--- src/rtl/vram_port_arbiter_if.sv ---
// vram_port_arbiter_if: request, MIG command and frame-swap signals of the VRAM port arbiter.
// No logic; slave = arbiter side, master = clients plus MIG side.
// Requests are held by the master until the matching ack pulse.
interface vram_port_arbiter_if;
  logic        rd_req;
  logic [29:0] rd_offset;
  logic [5:0]  rd_bl;
  logic        rd_ack;
  logic        wr_req;
  logic [29:0] wr_offset;
  logic [5:0]  wr_bl;
  logic        wr_ack;
  logic [6:0]  wr_fifo_count;
  logic        cmd_full;
  logic        cmd_en;
  logic [2:0]  cmd_instr;
  logic [5:0]  cmd_bl;
  logic [29:0] cmd_byte_addr;
  logic        render_done;
  logic        vsync;
  logic        front_sel;
  logic        swap_pending;
  logic        render_go;

  modport slave (
    input  rd_req, rd_offset, rd_bl, wr_req, wr_offset, wr_bl, wr_fifo_count,
           cmd_full, render_done, vsync,
    output rd_ack, wr_ack, cmd_en, cmd_instr, cmd_bl, cmd_byte_addr,
           front_sel, swap_pending, render_go
  );

  modport master (
    output rd_req, rd_offset, rd_bl, wr_req, wr_offset, wr_bl, wr_fifo_count,
           cmd_full, render_done, vsync,
    input  rd_ack, wr_ack, cmd_en, cmd_instr, cmd_bl, cmd_byte_addr,
           front_sel, swap_pending, render_go
  );
endinterface

--- src/rtl/vram_port_arbiter.sv ---
// vram_port_arbiter: shares one MIG command port between display reads and render writes, owns double-buffer swap.
// Latency: decision cycle T -> cmd_en/ack in T+1 -> gap T+2 -> next decision T+3.
// Backpressure: no decision while cmd_full; writes wait for enough write-FIFO data and no pending swap.
module vram_port_arbiter #(
  parameter logic [29:0] FRAME0_BASE  = 30'd0,
  parameter logic [29:0] FRAME1_BASE  = 30'd70560,
  parameter int unsigned STARVE_LIMIT = 4
) (
  input  logic               clk0,
  input  logic               nreset,
  input  logic               calib_done,
  vram_port_arbiter_if.slave bus
);
  localparam logic [3:0] STARVE_MAX = 4'(STARVE_LIMIT);

  typedef enum logic [1:0] {WAIT_CAL, IDLE, ISSUE, GAP} state_t;

  state_t      state;
  logic        cal_meta;
  logic        cal_sync;
  logic        go_done;
  logic [3:0]  starve_cnt;
  logic        rd_elig;
  logic        wr_elig;
  logic        grant_any;
  logic        grant_wr;
  logic        swap_now;
  logic [6:0]  wr_need;
  logic [29:0] rd_base;
  logic [29:0] wr_base;

  // Two-flop synchroniser for the asynchronous MIG calibration flag.
  always_ff @(posedge clk0) begin
    if (!nreset) begin
      cal_meta <= 1'b0;
      cal_sync <= 1'b0;
    end else begin
      cal_meta <= calib_done;
      cal_sync <= cal_meta;
    end
  end

  // Eligibility, priority and buffer-base selection for the current cycle.
  always_comb begin
    wr_need   = {1'b0, bus.wr_bl} + 7'd1;
    rd_elig   = bus.rd_req;
    wr_elig   = bus.wr_req && !bus.swap_pending && (bus.wr_fifo_count >= wr_need);
    grant_any = (state == IDLE) && !bus.cmd_full && (rd_elig || wr_elig);
    // Reads win unless the writer has been passed over STARVE_LIMIT times in a row.
    grant_wr  = wr_elig && (!rd_elig || (starve_cnt == STARVE_MAX));
    rd_base   = bus.front_sel ? FRAME1_BASE : FRAME0_BASE;
    wr_base   = bus.front_sel ? FRAME0_BASE : FRAME1_BASE;
    // render_done in the vsync cycle counts as already pending.
    swap_now  = bus.vsync && (bus.swap_pending || bus.render_done);
  end

  // Command FSM plus frame-swap bookkeeping; all outputs registered.
  always_ff @(posedge clk0) begin
    if (!nreset) begin
      state             <= WAIT_CAL;
      bus.cmd_en        <= 1'b0;
      bus.cmd_instr     <= 3'b000;
      bus.cmd_bl        <= 6'd0;
      bus.cmd_byte_addr <= 30'd0;
      bus.rd_ack        <= 1'b0;
      bus.wr_ack        <= 1'b0;
      bus.front_sel     <= 1'b0;
      bus.swap_pending  <= 1'b0;
      bus.render_go     <= 1'b0;
      go_done           <= 1'b0;
      starve_cnt        <= 4'd0;
    end else begin
      bus.cmd_en    <= 1'b0;
      bus.rd_ack    <= 1'b0;
      bus.wr_ack    <= 1'b0;
      bus.render_go <= swap_now;
      case (state)
        WAIT_CAL: begin
          if (cal_sync) begin
            state <= IDLE;
            // Only the first calibration after reset kicks off the renderer.
            if (!go_done) begin
              bus.render_go <= 1'b1;
              go_done       <= 1'b1;
            end
          end
        end
        IDLE: begin
          if (grant_any) begin
            state      <= ISSUE;
            bus.cmd_en <= 1'b1;
            if (grant_wr) begin
              bus.cmd_instr     <= 3'b000;
              bus.cmd_bl        <= bus.wr_bl;
              bus.cmd_byte_addr <= wr_base + bus.wr_offset;
              bus.wr_ack        <= 1'b1;
              starve_cnt        <= 4'd0;
            end else begin
              bus.cmd_instr     <= 3'b001;
              bus.cmd_bl        <= bus.rd_bl;
              bus.cmd_byte_addr <= rd_base + bus.rd_offset;
              bus.rd_ack        <= 1'b1;
              if (wr_elig && (starve_cnt != STARVE_MAX)) starve_cnt <= starve_cnt + 4'd1;
            end
          end
        end
        ISSUE:   state <= GAP;
        GAP:     state <= cal_sync ? IDLE : WAIT_CAL;
        default: state <= WAIT_CAL;
      endcase
      if (swap_now) begin
        bus.front_sel    <= ~bus.front_sel;
        bus.swap_pending <= 1'b0;
      end else if (bus.render_done) begin
        bus.swap_pending <= 1'b1;
      end
    end
  end
endmodule

--- src/flat_wrapper.sv ---
// flat-port wrapper written by rule: the top's interface ports become plain ports
module vram_port_arbiter_flat 
#(
  parameter logic [29:0] FRAME0_BASE  = 30'd0,
  parameter logic [29:0] FRAME1_BASE  = 30'd70560,
  parameter int unsigned STARVE_LIMIT = 4
)
  (clk0, nreset, calib_done, bus_rd_req, bus_rd_offset, bus_rd_bl, bus_wr_req, bus_wr_offset, bus_wr_bl, bus_wr_fifo_count, bus_cmd_full, bus_render_done, bus_vsync, bus_rd_ack, bus_wr_ack, bus_cmd_en, bus_cmd_instr, bus_cmd_bl, bus_cmd_byte_addr, bus_front_sel, bus_swap_pending, bus_render_go);
  vram_port_arbiter_if bus_i ();
  input  logic clk0;
  input  logic nreset;
  input  logic calib_done;
  input wire logic [$bits(bus_i.rd_req)-1:0] bus_rd_req;
  input wire logic [$bits(bus_i.rd_offset)-1:0] bus_rd_offset;
  input wire logic [$bits(bus_i.rd_bl)-1:0] bus_rd_bl;
  input wire logic [$bits(bus_i.wr_req)-1:0] bus_wr_req;
  input wire logic [$bits(bus_i.wr_offset)-1:0] bus_wr_offset;
  input wire logic [$bits(bus_i.wr_bl)-1:0] bus_wr_bl;
  input wire logic [$bits(bus_i.wr_fifo_count)-1:0] bus_wr_fifo_count;
  input wire logic [$bits(bus_i.cmd_full)-1:0] bus_cmd_full;
  input wire logic [$bits(bus_i.render_done)-1:0] bus_render_done;
  input wire logic [$bits(bus_i.vsync)-1:0] bus_vsync;
  output wire logic [$bits(bus_i.rd_ack)-1:0] bus_rd_ack;
  output wire logic [$bits(bus_i.wr_ack)-1:0] bus_wr_ack;
  output wire logic [$bits(bus_i.cmd_en)-1:0] bus_cmd_en;
  output wire logic [$bits(bus_i.cmd_instr)-1:0] bus_cmd_instr;
  output wire logic [$bits(bus_i.cmd_bl)-1:0] bus_cmd_bl;
  output wire logic [$bits(bus_i.cmd_byte_addr)-1:0] bus_cmd_byte_addr;
  output wire logic [$bits(bus_i.front_sel)-1:0] bus_front_sel;
  output wire logic [$bits(bus_i.swap_pending)-1:0] bus_swap_pending;
  output wire logic [$bits(bus_i.render_go)-1:0] bus_render_go;
  assign bus_i.rd_req = bus_rd_req;
  assign bus_i.rd_offset = bus_rd_offset;
  assign bus_i.rd_bl = bus_rd_bl;
  assign bus_i.wr_req = bus_wr_req;
  assign bus_i.wr_offset = bus_wr_offset;
  assign bus_i.wr_bl = bus_wr_bl;
  assign bus_i.wr_fifo_count = bus_wr_fifo_count;
  assign bus_i.cmd_full = bus_cmd_full;
  assign bus_i.render_done = bus_render_done;
  assign bus_i.vsync = bus_vsync;
  assign bus_rd_ack = bus_i.rd_ack;
  assign bus_wr_ack = bus_i.wr_ack;
  assign bus_cmd_en = bus_i.cmd_en;
  assign bus_cmd_instr = bus_i.cmd_instr;
  assign bus_cmd_bl = bus_i.cmd_bl;
  assign bus_cmd_byte_addr = bus_i.cmd_byte_addr;
  assign bus_front_sel = bus_i.front_sel;
  assign bus_swap_pending = bus_i.swap_pending;
  assign bus_render_go = bus_i.render_go;
  vram_port_arbiter #(.FRAME0_BASE(FRAME0_BASE), .FRAME1_BASE(FRAME1_BASE), .STARVE_LIMIT(STARVE_LIMIT)) u_core (.clk0(clk0), .nreset(nreset), .calib_done(calib_done), .bus(bus_i));
endmodule
--- config.mk ---
export PLATFORM = sky130hd
export DESIGN_NAME = vram_port_arbiter_flat
export DESIGN_NICKNAME = d
export VERILOG_FILES = /design/src/rtl/vram_port_arbiter_if.sv /design/src/rtl/vram_port_arbiter.sv /design/src/flat_wrapper.sv
export SDC_FILE = /design/constraint.sdc
export NUM_CORES = 1
export LEC_CHECK = 0
export BUFFER_PORTS_ARGS = -buffer_cell sky130_fd_sc_hd__buf_2
export CAP_MARGIN = 20
export CORE_ASPECT_RATIO = 1.2
export CORE_MARGIN = 2
export CORE_UTILIZATION = 45
export CTS_CLUSTER_DIAMETER = 50
export DETAILED_ROUTE_END_ITERATION = 6
export MAX_ROUTING_LAYER = met4
export PLACE_DENSITY_LB_ADDON = 0.12
export SETUP_SLACK_MARGIN = 0.1
export SLEW_MARGIN = 20
export SYNTH_ARGS = -nofsm -noshare
export SYNTH_HDL_FRONTEND = slang
export SYNTH_SLANG_ARGS = --single-unit
--- constraint.sdc ---
create_clock -name clk0 -period 2.7 [get_ports clk0]
set_clock_uncertainty 0.2 [all_clocks]
set_input_delay 0.135 -clock clk0 [delete_from_list [all_inputs] [get_ports clk0]]
set_output_delay 0.135 -clock clk0 [all_outputs]
set_load 0.005 [all_outputs]
==> impl_summary.md <==
Pwr
The total power per unit cell area is between 400 and 500 nW/um^2. In this run the static leakage power is about 2.2 nW. The peak supply drop is ~410 uV. Summing internal, switching and leakage power gives around 2.1 mW.

Critical path
The cell with the largest stage delay on the worst path is or3_4. The depth of the critical timing path with buffers and inverters included is 9. The number of buffers and inverters on the critical path is 1.

The critical path class is flip-flop to flip-flop. Walking the worst path, the cells encountered are buf_4 -> ha_4 -> nand4_4 -> or3_4 -> o22a_4 -> nor4_4 -> xnor2_1 -> nand2_1 -> a32o_2. Along the worst path, the maximum fanout reaches 6. Grouping stages by cell kind, the critical path spends the most delay in simple AND/OR/NAND/NOR gates. The worst-case reg-to-reg path depth is 9. In this design, the stage delay of the slowest critical-path cell is 380 ps. At the worst endpoint, the arrival time is 2570 ps. The worst setup path is launched from a flip-flop.

For the worst setup path, the data required time is around 2700 ps. STA classifies the critical path endpoint as a flip-flop.

Clock tree
The longest clock path from root to sink contains 2 buffers. The clock latency on the worst-skew pair is ~300 ps. The number of sinks driven by the clock tree is between 50 and 60. The root buffer cell chosen for the clock tree is clkbuf_8. The CTS H-tree depth is 2. Counting the buffers created by CTS gives 5. Clock-pin slew was measured on the worst setup and hold paths at roughly 100 ps.

TritonCTS built the clock tree.

Die
The full die area is a little over 8000 sq um. The starting density of the core is 0.468. 132 I/O pins were placed. The region available for standard cell placement spans approximately 7300 sq um. The number of rows in the core area is 34. From bottom edge to top edge, the die measures 99.2 um. The overall die width is ~83 um.

Synthesis
The count of flip-flops with a built-in enable after synthesis is 0. The total number of yosys warnings is 0. The register area share after synthesis is 0.306. The per-instance average area after synthesis is about 8.3 sq um. After synthesis, the netlist uses 56 different library cells.

The combined area of all synthesized cells is around 3400 sq um. The most used flip-flop cell after synthesis is dfxtp_1. The number of instances in the synthesized netlist is between 400 and 500. The flip-flop and latch count after synthesis is 52. The fraction of registers with async set/reset is 0.

STA
The worst hold slack across all endpoints is -1.73 ps. The fraction of the cycle the final worst path needs is 0.950. The transition time at the pin with the least slew margin is between 500 and 600 ps.

The number of hold violations in the final report is 1. Setup violations remaining at the end of the flow were counted as 0. The count of pins over their slew limit is 0.

Setup repair after global routing could not meet its margin everywhere. The minimum clock period is roughly 2600 ps. Based on the critical path, the design can be clocked at up to 0.390 GHz. In this run the tightest slew margin relative to its limit is 0.617.

Layout
After filler insertion, the fill cell instance count of the layout stands at roughly 650. Leaving out fill and tap cells, the most frequent cell in the layout is buf_2. Of the cells placed in the final design, the portion with a size suffix greater than 1 is 0.296.

Summing all flip-flop and latch instances after layout gives 1040 sq um. Compared with the post-synthesis result, the final layout area differs by 43.0%. Leaving out fill and tap cells, the most frequent cells in the layout are 129 x buf_2, 64 x nand2_1, 51 x dfxtp_1. The core occupancy in the finished layout is 0.669. 0 antenna diodes ended up in the layout.

The number of nets in the final layout is between 700 and 800. The area used by multi-input combinational logic is ~2300 sq um.

Global route
The via count of the first global-routing pass is between 3000 and 4000. The first global-routing pass estimated about 16000 um of wire. The largest net degree at the start of global routing is 38. Summed over all layers, the global routing overflow is 0. The number of antenna violations at the first check in global routing is 0. For this run, the total global-route usage over all layers was measured as 0.245.

Placement
Port buffering added between 100 and 150 buffers. Summed over all nets, the half-perimeter wirelength after detailed placement is 7310 um. At the end of routability-driven placement, the weighted congestion stood at approximately 0.9.

Min path
The class of the most critical hold timing path is input pin to flip-flop. The number of cells on the worst hold path is 3.

Drt
The remaining design rule violation count is 0. After the first detailed-routing iteration, the DRC count stood at 124. After detailed routing, the number of vias per cell comes to 5.26. Once detail routing completed, the nets flagged for antenna violations numbered 0.

The first detailed-routing pass took 5 iterations. In the final routed layout, each cell accounts on average for ~15 um. For this block, the via count after detailed routing is roughly 3600. The routed wire length is roughly 10000 um.

Run
The tool flagged a number of max-cap violations equal to 0.

Run status
The checks that failed: hold timing. The run finished, with violations left.
[stage by stage]
stage	worst slack [ps]	cells	area (sq um)	TNS [ps]
CTS	110	682	4790	0
floorplan	105	409	3410	0
global route	38.4	684	4870	0
finish	136	684	4870	0
global placement	50.0	629	4210	0
detailed placement	-31.7	629	4210	-31.7
[routing by layer]
| layer | up-vias | track usage | routed length (um) |
|---|---|---|---|
| li1 | 1825 | - | - |
| met1 | 1651 | 0.283 | 4170 |
| met2 | 101 | 0.437 | 5130 |
| met3 | 19 | 0.0357 | 454 |
| met4 | 0 | 0.0820 | 263 |
| met5 | - | - | 0 |
[timing repair]
item / in CTS / in global routing
resized for setup: 3 / 15
pin swaps: 1 / 5
gates cloned: 0 / 0
endpoints found under the hold margin: 36 / 0
hold buffers: 44 / 0
buffers inserted: 1 / 2
setup endpoints to repair: 7 / 18
[sequential cells by signal, summed over array words and instances (netlist names)]
| name | flops |
|---|---|
| u_core.state | 2 |
| u_core.cal_sync | 1 |
| u_core.starve_cnt | 4 |
| u_core.bus.front_sel | 1 |
| u_core.bus.render_go | 1 |
| u_core.bus.cmd_byte_addr | 30 |
| u_core.bus.rd_ack | 1 |
| u_core.bus.swap_pending | 1 |
| u_core.cal_meta | 1 |
| u_core.bus.cmd_bl | 6 |
| u_core.bus.cmd_en | 1 |
| u_core.bus.wr_ack | 1 |
| u_core.bus.cmd_instr | 1 |
| u_core.go_done | 1 |
[worst min-delay path: cells and delay by family]
family	cells	cell delay [ps]
buf+inv	1	90
simple gates	2	230
[final timing paths]
path	start	endpoint	slack [ps]
worst max-delay path	u_core.bus.front_sel	u_core.bus.cmd_byte_addr[28]	140
worst min-delay path	bus_cmd_full	u_core.bus.cmd_en	-2
worst max register to register	u_core.bus.front_sel	u_core.bus.cmd_byte_addr[28]	140
worst min register to register	u_core.cal_meta	u_core.cal_sync	240
[report_power, final]
| part | switching, mW | internal (mW) |
|---|---|---|
| clock | 0.261 | 0.276 |
| sequential | 0.0398 | 0.835 |
| combinational | 0.366 | 0.350 |
[synth_stat cells (2+ instances only)]
library cell,number,area [sq um]
nand2b_1,2,12.5
inv_2,2,7.51
dfxtp_1,52,1040
o21a_1,3,22.5
xnor2_1,30,263
nor2_1,16,60.1
o21ai_1,15,75.1
a31oi_1,4,25.0
o2111ai_1,2,17.5
nand4b_1,2,17.5
o21bai_1,4,30.0
nand2_1,64,240
and4_1,2,17.5
clkbuf_1,2,7.51
a21oi_1,14,70.1
buf_2,8,40.0
a21o_1,2,15.0
a32o_1,3,30.0
o2bb2ai_1,2,17.5
nor2b_1,5,31.3
a22oi_1,22,165
nand3_1,20,100
and3_1,4,25.0
and2_1,6,37.5
inv_1,16,60.1
ha_1,28,350
nor3_1,7,35.0
o221ai_1,7,61.3
o21ai_0,13,65.1
xor2_1,19,166
a221o_1,2,20.0
a211o_1,2,17.5
buf_4,2,15.0
nand4_1,3,18.8
or3_1,2,12.5
[final cells by class]
type | instances | area share
multi-input cells | 327 | 0.475
inverters | 18 | 0.0144
clock buffers | 6 | 0.0149
clock inverters | 2 | 0.00720
well taps | 90 | 0.0231
flip-flops and latches | 52 | 0.215
repair buffers | 189 | 0.250
[cells by family after synthesis]
group,Yosys count,synth area share
AND/OR/NAND/NOR,143,0.208
multiplexers,1,0.00294
AO/OA/AOI/OAI,104,0.214
XOR/XNOR,49,0.126
flip-flops,52,0.306
adder cells (fa/ha/maj),28,0.103
other,1,0.00110
buffers and inverters,30,0.0383
Power figures use the tool's default switching activity.
